File: src/rtl/udm_uart_pkg.sv
// Shared types for the udm UART transmit/receive paths: frame state, parity
// selection and the data width of one character.
package udm_uart_pkg;

   localparam int UART_DATA_BITS = 8;

   typedef enum logic [1:0] {
      PAR_NONE = 2'b00,
      PAR_EVEN = 2'b01,
      PAR_ODD  = 2'b10
   } parity_e;

   typedef enum logic [2:0] {
      ST_IDLE,
      ST_START,
      ST_DATA,
      ST_PARITY,
      ST_STOP
   } tx_state_e;

   // 2'b11 is reserved and behaves as "no parity"
   function automatic parity_e decode_parity(input logic [1:0] cfg);
      case (cfg)
         2'b01:   return PAR_EVEN;
         2'b10:   return PAR_ODD;
         default: return PAR_NONE;
      endcase
   endfunction

endpackage

File: src/rtl/udm_uart_tx_fifo.sv
// Small synchronous byte FIFO with pointer/count bookkeeping; a push into a
// full FIFO is refused even when a pop happens in the same cycle.
module udm_uart_tx_fifo #(
   parameter int DEPTH = 4,
   parameter int WIDTH = 8
) (
   input  logic             clk_i,
   input  logic             rst_i,
   input  logic             push_i,
   input  logic [WIDTH-1:0] wr_data_i,
   input  logic             pop_i,
   output logic [WIDTH-1:0] rd_data_o,
   output logic             full_o,
   output logic             empty_o
);

   localparam int PTR_W = (DEPTH > 1) ? $clog2(DEPTH) : 1;
   localparam int CNT_W = $clog2(DEPTH + 1);

   logic [WIDTH-1:0] mem_q [DEPTH];
   logic [PTR_W-1:0] wr_ptr_q, wr_ptr_d;
   logic [PTR_W-1:0] rd_ptr_q, rd_ptr_d;
   logic [CNT_W-1:0] count_q, count_d;
   logic             push_ok;
   logic             pop_ok;

   assign full_o    = (count_q == CNT_W'(DEPTH));
   assign empty_o   = (count_q == '0);
   assign rd_data_o = mem_q[rd_ptr_q];

   always_comb begin
      push_ok  = push_i && !full_o;
      pop_ok   = pop_i && !empty_o;
      wr_ptr_d = wr_ptr_q;
      rd_ptr_d = rd_ptr_q;
      count_d  = count_q;
      if (push_ok) wr_ptr_d = wr_ptr_q + PTR_W'(1);
      if (pop_ok)  rd_ptr_d = rd_ptr_q + PTR_W'(1);
      case ({push_ok, pop_ok})
         2'b10:   count_d = count_q + CNT_W'(1);
         2'b01:   count_d = count_q - CNT_W'(1);
         default: count_d = count_q;
      endcase
   end

   always_ff @(posedge clk_i or posedge rst_i) begin
      if (rst_i) begin
         wr_ptr_q <= '0;
         rd_ptr_q <= '0;
         count_q  <= '0;
      end else begin
         wr_ptr_q <= wr_ptr_d;
         rd_ptr_q <= rd_ptr_d;
         count_q  <= count_d;
      end
   end

   // Storage needs no reset: the count alone says which entries are live
   always_ff @(posedge clk_i) begin
      if (push_ok) mem_q[wr_ptr_q] <= wr_data_i;
   end

endmodule

File: src/rtl/udm_uart_tx.sv
// UART transmitter for the udm debug link: buffers bytes from a valid/ready
// stream and serializes them as start / 8 data LSB-first / parity / stop(s).
module udm_uart_tx
   import udm_uart_pkg::*;
#(
   parameter int FIFO_DEPTH = 4,
   parameter int DIV_WIDTH  = 32
) (
   input  logic                 clk_i,
   input  logic                 rst_i,
   input  logic [DIV_WIDTH-1:0] bit_period_i,
   input  logic [1:0]           parity_cfg_i,
   input  logic                 stop2_i,
   input  logic                 s_valid_i,
   input  logic [7:0]           s_data_i,
   output logic                 s_ready_o,
   output logic                 tx_o,
   output logic                 busy_o
);

   // Handshake: a byte moves when s_valid_i && s_ready_o at a clk_i rise;
   // s_ready_o depends only on registered FIFO state.
   logic                      fifo_pop;
   logic [UART_DATA_BITS-1:0] fifo_rd_data;
   logic                      fifo_full;
   logic                      fifo_empty;

   udm_uart_tx_fifo #(
      .DEPTH (FIFO_DEPTH),
      .WIDTH (UART_DATA_BITS)
   ) u_fifo (
      .clk_i     (clk_i),
      .rst_i     (rst_i),
      .push_i    (s_valid_i),
      .wr_data_i (s_data_i),
      .pop_i     (fifo_pop),
      .rd_data_o (fifo_rd_data),
      .full_o    (fifo_full),
      .empty_o   (fifo_empty)
   );

   tx_state_e                 state_q, state_d;
   logic [UART_DATA_BITS-1:0] shift_q, shift_d;
   logic [2:0]                bit_idx_q, bit_idx_d;
   logic [DIV_WIDTH-1:0]      cyc_q, cyc_d;
   logic [DIV_WIDTH-1:0]      period_q, period_d;
   parity_e                   parity_q, parity_d;
   logic                      stop2_q, stop2_d;
   logic                      stop_sec_q, stop_sec_d;
   logic                      par_bit_q, par_bit_d;
   logic                      tx_q, tx_d;

   logic [DIV_WIDTH-1:0]      eff_period;
   parity_e                   cfg_parity;
   logic                      bit_done;
   logic                      load_frame;

   assign eff_period = (bit_period_i == '0) ? DIV_WIDTH'(1) : bit_period_i;
   assign cfg_parity = decode_parity(parity_cfg_i);
   assign bit_done   = (cyc_q == period_q - DIV_WIDTH'(1));

   assign s_ready_o = !fifo_full;
   assign tx_o      = tx_q;
   assign busy_o    = !fifo_empty || (state_q != ST_IDLE);

   always_comb begin
      state_d    = state_q;
      shift_d    = shift_q;
      bit_idx_d  = bit_idx_q;
      period_d   = period_q;
      parity_d   = parity_q;
      stop2_d    = stop2_q;
      stop_sec_d = stop_sec_q;
      par_bit_d  = par_bit_q;
      cyc_d      = bit_done ? '0 : cyc_q + DIV_WIDTH'(1);
      load_frame = 1'b0;
      fifo_pop   = 1'b0;
      tx_d       = 1'b1;

      case (state_q)
         ST_IDLE: begin
            cyc_d = '0;
            if (!fifo_empty) load_frame = 1'b1;
         end
         ST_START: begin
            if (bit_done) begin
               state_d   = ST_DATA;
               bit_idx_d = '0;
            end
         end
         ST_DATA: begin
            if (bit_done) begin
               shift_d   = shift_q >> 1;
               bit_idx_d = bit_idx_q + 3'd1;
               if (bit_idx_q == 3'(UART_DATA_BITS - 1)) begin
                  state_d    = (parity_q == PAR_NONE) ? ST_STOP : ST_PARITY;
                  stop_sec_d = 1'b0;
               end
            end
         end
         ST_PARITY: begin
            if (bit_done) begin
               state_d    = ST_STOP;
               stop_sec_d = 1'b0;
            end
         end
         ST_STOP: begin
            if (bit_done) begin
               if (stop2_q && !stop_sec_q) stop_sec_d = 1'b1;
               else if (!fifo_empty)       load_frame = 1'b1;
               else                        state_d    = ST_IDLE;
            end
         end
         default: state_d = ST_IDLE;
      endcase

      // Frame configuration is captured together with the byte itself
      if (load_frame) begin
         fifo_pop   = 1'b1;
         state_d    = ST_START;
         shift_d    = fifo_rd_data;
         period_d   = eff_period;
         parity_d   = cfg_parity;
         stop2_d    = stop2_i;
         stop_sec_d = 1'b0;
         par_bit_d  = (^fifo_rd_data) ^ (cfg_parity == PAR_ODD);
         cyc_d      = '0;
      end

      case (state_d)
         ST_START:  tx_d = 1'b0;
         ST_DATA:   tx_d = shift_d[0];
         ST_PARITY: tx_d = par_bit_d;
         default:   tx_d = 1'b1;
      endcase
   end

   always_ff @(posedge clk_i or posedge rst_i) begin
      if (rst_i) begin
         state_q    <= ST_IDLE;
         shift_q    <= '0;
         bit_idx_q  <= '0;
         cyc_q      <= '0;
         period_q   <= '0;
         parity_q   <= PAR_NONE;
         stop2_q    <= 1'b0;
         stop_sec_q <= 1'b0;
         par_bit_q  <= 1'b0;
         tx_q       <= 1'b1;
      end else begin
         state_q    <= state_d;
         shift_q    <= shift_d;
         bit_idx_q  <= bit_idx_d;
         cyc_q      <= cyc_d;
         period_q   <= period_d;
         parity_q   <= parity_d;
         stop2_q    <= stop2_d;
         stop_sec_q <= stop_sec_d;
         par_bit_q  <= par_bit_d;
         tx_q       <= tx_d;
      end
   end

endmodule
File: config.mk
export PLATFORM = sky130hd
export DESIGN_NAME = udm_uart_tx
export DESIGN_NICKNAME = d
export VERILOG_FILES = /design/src/rtl/udm_uart_pkg.sv /design/src/rtl/udm_uart_tx_fifo.sv /design/src/rtl/udm_uart_tx.sv
export SDC_FILE = /design/constraint.sdc
export NUM_CORES = 1
export LEC_CHECK = 0
export ABC_AREA = 1
export CAP_MARGIN = 20
export CORE_UTILIZATION = 45
export CTS_BUF_LIST = sky130_fd_sc_hd__clkbuf_8
export DETAILED_ROUTE_END_ITERATION = 6
export HOLD_SLACK_MARGIN = 0.08
export SYNTH_ARGS = -nofsm -noshare
export SYNTH_HDL_FRONTEND = slang
export SYNTH_SLANG_ARGS = --single-unit
File: constraint.sdc
create_clock -name clk_i -period 3.8 [get_ports clk_i]
set_input_delay 0.38 -clock clk_i [delete_from_list [all_inputs] [get_ports clk_i]]
set_output_delay 0.38 -clock clk_i [all_outputs]
set_load 0.02 [all_outputs]
==> results.md <==
- Status: completed
- CTS tree: yes
- Total clock sinks: 123
- Post-DP HPWL: 15600 um
- Core area: ~16000 um2
- Drt first pass iters: 6
- Most used cell along the critical path: nand2_1
- Peak Freq: 306 MHz
- Number of post-CTS setup repair buffers: 0
- # rows: between 40 and 50
- EDFF count, synth: 32
- Main synth FF type: dfrtp_1
- Yosys Warn Count: 0
- Syn Area/Cell: 7.49 um2
- # DRC: 0
- Met2 global-route usage: 0.392
- Mapped Area: 7550 um2
- IO Port Bufs: 48
- GRT overflow: 0
- Max-capacitance violation count: 0
- Share of layout cells above drive strength 1: 0.0698
- Critical path arrival: 3640 ps
- Final min period: 3260 ps
- CP Capture Type: register
- Static Leak: 3.99 nW
- Worst path cell trace: inv_2 > ha_1 > nand2_4 > nor2_4 > nand2_1 > nor2_1 > nand3_1 > nand2_1 > nand2_1 > nor2_2 > nand4_2 > nand2_2 > buf_4 > inv_4 > nand4_1 > clkinv_1 > nand2_1 > nand2_1
- Worst path bufs/invs: 4
- Worst-path clk slew: 80 ps
- Post-synthesis cell count: 1008
- Clock skew: 12.7 ps
- CP Max Fanout: 44
- Async set-or-reset flop fraction in the synthesized netlist: 0.740
- Routed WL per cell: 15.5 um
- Peak supply drop: 0.000525 V
- Clk_lat worst skew: 440 ps
- Crit share post-route: 0.859
- Sequential area share after synthesis: 0.429
- Hold_buf cts: 0
- Setup TNS: 0 ps
- Met1 GRT Util: 0.340
- Dpl cell area: 8220 um2
- Finished Core Util: 0.524
- I/O Pins: 49
- Design area: 8630 um2
- Placer Congestion: roughly 0.87
- Req. time, crit path: 4170 ps
- Kind of critical path: register to register
- Wirelength, routed: ~20000 um
- Drt via density: 5.08
- Final count of hold timing violations: 0
- Final Max Tran Viols: 0
- H-tree level count: 4
- Root buffer cell: clkbuf_8
- Cell Pwr Density: 722 nW/um2
- Worst Tran Pin Value: 807 ps
- Fin nets: 1117
- CTS buffer count: 17
- Vias in the first global route: about 6300
- Cells resized by post-CTS repair: 0
- Largest net degree at the start of global routing: 50
- Worst path slowest cell: buf_4
- ANT nets after route: 0
- Die area: 17300 um2
- Clock Path Buffers: 2
- Initial antenna violation count: 0
- GR Util met3: 0.0413
- Die width: 132 um
- DRT iter0 DRCs: 481
- Grt peak-use layer: met2
- Netlist cell types: 48
- Final setup vio count: 0
- Ant diodes: 0
- Starting density of the core: 0.459
- Delay of the slowest critical-path stage: 430 ps
- Flops & latches, synth: 123
- Worst path top cell family by delay: simple AND/OR/NAND/NOR gates
- Syn_nets: approximately 1100
- Area growth syn-to-layout: 14.2%
- Hold WC Path Type: primary input to async pin
- First-pass GRT wire length: 32800 um
- Slew HR: 0.460
- Die height: 132 um
- RSZ-0062 raised after global routing: false
- Crit path launch type: register
- GRT Util Overall: 0.246
- DR vias: 6568
==> sequential cells by signal, indices dropped and copies added, names as in the netlist <==
| signal | cells |
|---|---|
| bit_idx_q | 3 |
| cyc_q | 32 |
| par_bit_q | 1 |
| parity_q | 2 |
| period_q | 32 |
| shift_q | 8 |
| state_q | 3 |
| stop2_q | 1 |
| stop_sec_q | 1 |
| tx_o | 1 |
| u_fifo.count_q | 3 |
| u_fifo.mem_q | 32 |
| u_fifo.rd_ptr_q | 2 |
| u_fifo.wr_ptr_q | 2 |
==> area by class of cell <==
class | count | area (um2)
fill | 1641 | 7840
multi-input combinational | 753 | 3750
sequential | 123 | 3240
timing repair buffer | 55 | 533
inverter | 111 | 422
tap | 220 | 275
clock buffer | 17 | 234
clock inverter | 15 | 173
==> cells in the mapped netlist (all sizes together) (2+ instances only) <==
cell	count	area share
a22o	2	0.0023
and2	2	0.0017
a22oi	6	0.0060
nor3b	4	0.0040
clkbuf	5	0.0025
buf	16	0.017
nand3b	5	0.0050
xor2	36	0.043
xnor2	20	0.023
a211oi	2	0.0020
inv	110	0.055
o21ai	52	0.034
nand3	54	0.037
ha	9	0.015
nand2	315	0.16
nor2	153	0.087
a21oi	11	0.0073
nor4	10	0.0083
or2	3	0.0025
dfrtp	90	0.30
or4	3	0.0030
nor3	30	0.022
o22ai	8	0.0066
edfxtp	32	0.13
nand4	22	0.020
==> kinds of logic (layout without fill, tap and decap cells) <==
family | after synthesis | in the layout | share of synthesized area
and+or+nand+nor | 603 | 603 | 0.351
buffers and inverters | 132 | 198 | 0.0744
DFF | 123 | 123 | 0.429
AOI/OAI and AO/OA | 84 | 84 | 0.0618
xor gates and xnor gates | 56 | 56 | 0.0659
adders and majority gates | 10 | 10 | 0.0176
==> stage by stage <==
stage	std cells	setup WS (ps)	total power, W	hold slack (ps)
floorplan	1008	698	0.00428	443
global route	1294	82.5	0.00681	399
finish	1294	537	0.00623	358
CTS	1294	362	0.00626	372
global placement	1262	424	0.00504	467
detailed placement	1262	389	0.00504	462
==> worst register-to-register path, delay by kind of cell (launching register included) <==
family        cells  cell delay (ps)
simple gates     13             1680
buf+inv           4              860
flops             1              390
fa+ha+maj         1              270
==> placed cells by master, fill, tap and decap left out, types with 20 or more instances in the layout <==
master,count
clkdlybuf4s50_1,48
dfrtp_1,90
edfxtp_1,32
inv_1,106
nand2_1,308
nand3_1,52
nand4_1,20
nor2_1,137
nor3_1,27
o21ai_0,38
xnor2_1,20
xor2_1,35
==> per-layer routing <==
| metal | up-vias | wire, um |
|---|---|---|
| li1 | 3346 | - |
| met1 | 3026 | 9420 |
| met2 | 173 | 9310 |
| met3 | 23 | 938 |
| met4 | 0 | 430 |
| met5 | - | 0 |
==> power by group <==
| part | leakage (nW) | internal [W] | switching, W | total (W) |
|---|---|---|---|---|
| Combinational | 2.33 | 0.000990 | 0.00190 | 0.00289 |
| Clock | 0.206 | 0.000649 | 0.000554 | 0.00120 |
| Sequential | 1.46 | 0.00175 | 0.000388 | 0.00214 |
==> final timing paths <==
kind / start / endpoint / slack, ps / cells past startpoint
setup / recovery: period_q[0]$_DFFE_PP0P_ / tx_o$_DFF_PP1_ / 540 / 18
setup reg to reg: period_q[0]$_DFFE_PP0P_ / tx_o$_DFF_PP1_ / 540 / 18
min in group clk_i: parity_q[1]$_DFFE_PP0P_ / parity_q[1]$_DFFE_PP0P_ / 480 / 2
max in group asynchronous: rst_i / tx_o$_DFF_PP1_ / 2630 / 3
hold / removal: rst_i / u_fifo.wr_ptr_q[1]$_DFFE_PP0P_ / 360 / 2
hold reg to reg: parity_q[1]$_DFFE_PP0P_ / parity_q[1]$_DFFE_PP0P_ / 480 / 2
No activity file was read; power rests on OpenSTA's default activity.
